[src/rtl/mux2_rr_arbiter.sv]
// mux2_rr_arbiter: round-robin, quantum-limited arbiter steering one 2:1 data mux between two valid/ready requesters
// Ports:
//   clk, rst                  clock and synchronous active-high reset
//   in_valid0/1, in_data0/1   requester beats
//   in_ready0/1               beat accepted from that requester this cycle
//   out_valid, out_data       muxed beat (data forced to 0 when not valid)
//   out_ready                 downstream accepts the beat
//   grant                     one-hot grant, 00 when idle
//   sel                       mux select, held while idle
module mux2_rr_arbiter #(
    parameter int DATA_W  = 8,
    parameter int QUANTUM = 4
) (
    input  logic              clk,
    input  logic              rst,
    input  logic              in_valid0,
    input  logic [DATA_W-1:0] in_data0,
    output logic              in_ready0,
    input  logic              in_valid1,
    input  logic [DATA_W-1:0] in_data1,
    output logic              in_ready1,
    output logic              out_valid,
    output logic [DATA_W-1:0] out_data,
    input  logic              out_ready,
    output logic [1:0]        grant,
    output logic              sel
);
    localparam int CW = $clog2(QUANTUM + 1);
    typedef enum logic [1:0] {IDLE, GNT0, GNT1} state_t;
    state_t        state;
    logic          last;
    logic [CW-1:0] cnt;
    logic          cur, vx, vy, fire, quota;
    assign grant     = {state == GNT1, state == GNT0};
    assign out_valid = (grant[0] & in_valid0) | (grant[1] & in_valid1);
    assign out_data  = out_valid ? (sel ? in_data1 : in_data0) : '0;
    assign in_ready0 = grant[0] & out_ready;
    assign in_ready1 = grant[1] & out_ready;
    assign fire      = out_valid & out_ready;
    assign cur       = state == GNT1;
    assign vx        = cur ? in_valid1 : in_valid0;
    assign vy        = cur ? in_valid0 : in_valid1;
    // >= rather than == so a quantum that saturated while the other side was
    // silent still hands over on the first fire after it raises valid
    assign quota     = cnt >= CW'(QUANTUM - 1);
    always_ff @(posedge clk) begin
        if (rst) begin
            state <= IDLE;
            last  <= 1'b1;
            cnt   <= '0;
            sel   <= 1'b0;
        end else begin
            case (state)
                IDLE: begin
                    cnt <= '0;
                    if (in_valid0 & (~in_valid1 | last)) begin
                        state <= GNT0;
                        sel   <= 1'b0;
                    end else if (in_valid1) begin
                        state <= GNT1;
                        sel   <= 1'b1;
                    end
                end
                GNT0, GNT1: begin
                    // a stalled beat (vx & !fire) falls through and holds everything
                    if (~vx | (fire & quota & vy)) begin
                        last <= cur;
                        cnt  <= '0;
                        if (vy) begin
                            state <= cur ? GNT0 : GNT1;
                            sel   <= ~cur;
                        end else begin
                            state <= IDLE;
                        end
                    end else if (fire && cnt != CW'(QUANTUM)) begin
                        cnt <= cnt + 1'b1;
                    end
                end
                default: state <= IDLE;
            endcase
        end
    end
endmodule

[config.mk]
export PLATFORM = sky130hd
export DESIGN_NAME = mux2_rr_arbiter
export DESIGN_NICKNAME = d
export VERILOG_FILES = /design/src/rtl/mux2_rr_arbiter.sv
export SDC_FILE = /design/constraint.sdc
export NUM_CORES = 1
export LEC_CHECK = 0
export ABC_CLOCK_PERIOD_IN_PS = 4000
export BUFFER_PORTS_ARGS = -buffer_cell sky130_fd_sc_hd__buf_2
export CAP_MARGIN = 10
export CORE_MARGIN = 10
export CORE_UTILIZATION = 51
export CTS_CLUSTER_SIZE = 16
export DETAILED_ROUTE_END_ITERATION = 10
export PLACE_DENSITY = 0.84
export SYNTH_ARGS = -nofsm -noshare
export SYNTH_HDL_FRONTEND = slang
export SYNTH_SLANG_ARGS = --single-unit
export TNS_END_PERCENT = 20
[constraint.sdc]
create_clock -name clk -period 4 [get_ports clk]
set_clock_uncertainty 0.05 [all_clocks]
set_input_delay 0.8 -clock clk [delete_from_list [all_inputs] [get_ports clk]]
set_output_delay 0.8 -clock clk [all_outputs]
set_load 0.03 [all_outputs]
Word level (Yosys, flattened, before mapping)
Index checks and enable logic that the tools add are counted.
Word-level totals
  register bits: 7
  output and inout port bits: 14
Cells by class
  add/subtract/negate cells: 1
  order comparisons: 1
  equal/unequal tests: 7
  mux-type cells: 18
  bitwise logic cells: 14
  reductions and logical operators: 8
Operators with widths (number)
  8-bit two-way mux: 2
  2-bit two-way mux: 5
  3-bit inequality test, second input constant: 3
  1-bit AND: 8
  1-bit two-way mux: 6
  3-bit two-way mux: 2
  3-bit one-hot mux with 2 select lines: 1
  2-bit AND reduction: 3
  2-bit inequality test, second input constant: 2
  2-bit one-hot mux with 2 select lines: 1
  4-bit AND reduction: 1
  3-bit by 1-bit adder with 3-bit output, second input constant: 1
  3-bit by 2-bit greater-or-equal comparator with 1-bit output, second input constant: 1
  1-bit inverter: 3
  1-bit bitwise OR: 3
  2-bit by 1-bit == test with 1-bit output, second input constant: 1
  2-bit == test, second input constant: 1
  2-bit zero test: 1
  1-bit one-hot mux with 2 select lines: 1
  2-bit nonzero test: 1
  2-bit OR reduction: 1
  1-bit logical AND: 1

Longest topological paths before layout
  depth after elaboration: 9
  mapped depth: 8

Least setup slack after synthesis
No wires, ideal clock.
  path type: input to output
  start: in in_valid1
  end: out out_data[0]
  arrival time: 1469 ps
  data required time: 3150 ps
  setup slack: 1681 ps
  stages on the path: 3
  path through: buf_6 a22oi_4 nor2_1
Between the ends
  word-level cells in the longest chain between the ends: 3
Ends and longest elaborated chain
  from (decl): RTL line 19  | input logic in_valid1,
  1-bit AND: RTL line 35  | assign out_valid = (grant[0] & in_valid0) | (grant[1] & in_valid1);
  1-bit bitwise OR: RTL line 35
  8-bit two-way mux: RTL line 36  | assign out_data = out_valid ? (sel ? in_data1 : in_data0) : '0;
  to (decl): RTL line 23  | output logic [DATA_W-1:0] out_data,
Every way passes these cells.

Final worst setup path
  start: reg state[0]
  end: out out_valid
Between the ends
  word-level cells in the longest chain between the ends: 3
Ends and longest elaborated chain
  from (decl): RTL line 30  | state_t state;
  from (signal assigned): RTL line 70  | state <= cur ? GNT0 : GNT1;
  2-bit by 1-bit == test with 1-bit output / 2-bit == test (equally long branches): RTL line 34  | assign grant = {state == GNT1, state == GNT0};
  1-bit AND: RTL line 35
  1-bit bitwise OR (*): RTL line 35
  to (decl): RTL line 22  | output logic out_valid,
Mark *: on every way between the ends. The rest lies on a longest branch, timed or not.

==> reports/summary.txt <==
Post-DP HPWL - 1844 um
number of global-route vias before repair - 771
DR iter-0 viols - 20
I/O Buffers - 34
setup TNS - 0 ns
initial core utilization - 0.5493
Die H - 60.51 um
Clk Latency, worst-skew pair - 0.26 ns
WL per Instance - 15.54 um
CP max FO - 9
PwrDens - 647.5 nW/um^2
die width - 60.51 um
Startpoint Class - flip-flop
# setup viols final - 0
Via density - 5.549
CP required - 3.15 ns
post-synthesis mux area share - 0.1973
post-synth top area share - 0.1794
EDFF count, synth - 0
core region area - 1524 um^2
maximum clock path buffer count - 2
clock buffer count from CTS - 3
min-delay worst type - flip-flop to flip-flop
routing usage on met3 - 0.05428
async set-or-reset flop fraction in the synthesized netlist - 0
Mapped Cells - 94
Max Fclk - 388.0 MHz
antenna cells - 0
fill count - 118
Worst Path Arrival - 1.73 ns
synth top area cells - mux2i_1 (18%), dfxtp_1 (17%), ha_1 (10%)
total number of yosys warnings - 0
fin. max-slew vios - 0
post-cts sizing count - 0
Avg Cell Area, Syn - 8.905 um^2
RSZ-0062 raised after global routing - no
grt peak-use layer - met2
H-tree Lvls - 1
gpl congestion - 0.8602
Ports - 35
post-route minimum period - 2.578 ns
most frequent cells in the layout - buf_2 (34), mux2i_1 (15), nor2_1 (9), inv_1 (8), nand2_1 (8)
area share of fa/ha/maj cells after synthesis - 0.1046
post-synthesis simple-gate area fraction - 0.2272
VDD IR max - 469.4 uV
Mapped Area - 837.1 um^2
met1 Resource Use GR - 0.1235
CTS tree - done
Synth Area in Compound Gates - 0.1809
first-pass GRT wire length - 3491 um
max-cap violations - 0
final worst path period share - 0.6444
share of layout cells above drive strength 1 - 0.3968
met2 Usage GRT - 0.2221
Rows - 14
WS Path Type - flip-flop to primary output
post-synthesis cell type count - 39
total grt overflow - 0
syn_nets - 122
total number of vias - 788
main combinational cell family by area after synthesis - simple AND/OR/NAND/NOR gates
Worst-path clk slew - 0.05 ns
Root Driver - clkbuf_4
Synth area leader - mux2i_1
Post-DRT Antenna Nets - 0
Slew headroom - 0.6641
FF+latch count, synth - 7
CTS Hold Buffers Added - 0
Least-Margin Pin Slew - 0.5031 ns
final hold vios - 0
GRT Util Overall - 0.1239
Post-CTS Setup Repair Bufs - 0
antenna violations before repair - 0
most common cell after layout, fill and taps aside - buf_2
Final Power - 639.2 uW
largest net degree at the start of global routing - 12
leakage - 0.4940 nW
Syn-to-layout area delta - 17.94%
DRT Pass-1 Iters - 4
DRC errors left - 0
WL final - 2207 um
CTS sink cnt - 7
predominant post-synthesis flop cell - dfxtp_1
die area - 3661 um^2
Setup crit end kind - primary output
Synth Area in XOR/XNOR - 0
status - finished clean
fin nets - 155
post-synthesis sequential area ratio - 0.1674
[stage by stage]
step	setup WS (ns)	cell area [um^2]	cells	util	hold WS, ns
floorplan	1.681	837.1	94	-	0.4142
global placement	1.586	960.9	138	0.6305	0.4341
detailed placement	1.569	960.9	138	0.6305	0.4582
CTS	1.411	987.2	142	0.6478	0.4656
global route	1.325	987.2	142	0.6478	0.4957
finish	1.422	987.2	142	0.6478	0.4632
[synth_stat cells (all sizes together) (2+ instances only)]
cell     instances
a211o            2
mux2i           15
and2             2
nor3b            2
buf              6
o211ai           2
dfxtp            7
nand3b           2
ha               7
o2bb2ai          2
nand4            2
nand2            8
nor2             9
inv              9
a21oi            4
nand3            3
[worst paths after layout]
kind                                            start  slack [ns]                   to  depth (start not counted)
worst max-delay path            state[0]$_SDFFE_PP0P_        1.42            out_valid                          5
worst min-delay path              cnt[2]$_SDFFE_PP0P_        0.46  cnt[2]$_SDFFE_PP0P_                          2
worst max register to register  state[0]$_SDFFE_PP0P_        2.09     sel$_SDFFE_PP0P_                          7
worst min register to register    cnt[2]$_SDFFE_PP0P_        0.46  cnt[2]$_SDFFE_PP0P_                          2
[worst max-delay path: stages (launching register included)]
cell and delay (ns):
dfxtp_1 0.39, inv_1 0.08, ha_1 0.34, a22oi_4 0.36, inv_4 0.10, buf_2 0.19
[flip-flops by register name, indices dropped and copies added (netlist names)]
signal and count:
cnt 3, state 2, last 1, sel 1
[cell families after synthesis]
| kind of cell | Yosys count |
|---|---|
| and+or+nand+nor | 33 |
| DFF | 7 |
| adders and majority gates | 7 |
| AOI/OAI and AO/OA | 16 |
| muxes | 16 |
| buffers and inverters | 15 |
[cell type report]
class | instances | area, um^2 | share of cell area
Tap cell | 16 | 20.02 | 0.02028
Sequential cell | 7 | 140.1 | 0.1420
Multi-Input combinational cell | 72 | 594.3 | 0.6020
Timing Repair Buffer | 34 | 170.2 | 0.1724
Clock buffer | 4 | 26.28 | 0.02662
Inverter | 9 | 36.28 | 0.03676
[per-layer routing]
layer,up-vias,wire length [um]
met5,-,0
met4,0,37
met3,6,223
met2,28,1076
met1,360,868
li1,394,-
[power breakdown]
part | switching, mW | internal [mW]
Combinational | 0.269 | 0.182
Clock | 0.0291 | 0.0383
Sequential | 0.0306 | 0.0911
Total | 0.328 | 0.311
Note: power is estimated with default switching activity, not from simulation.
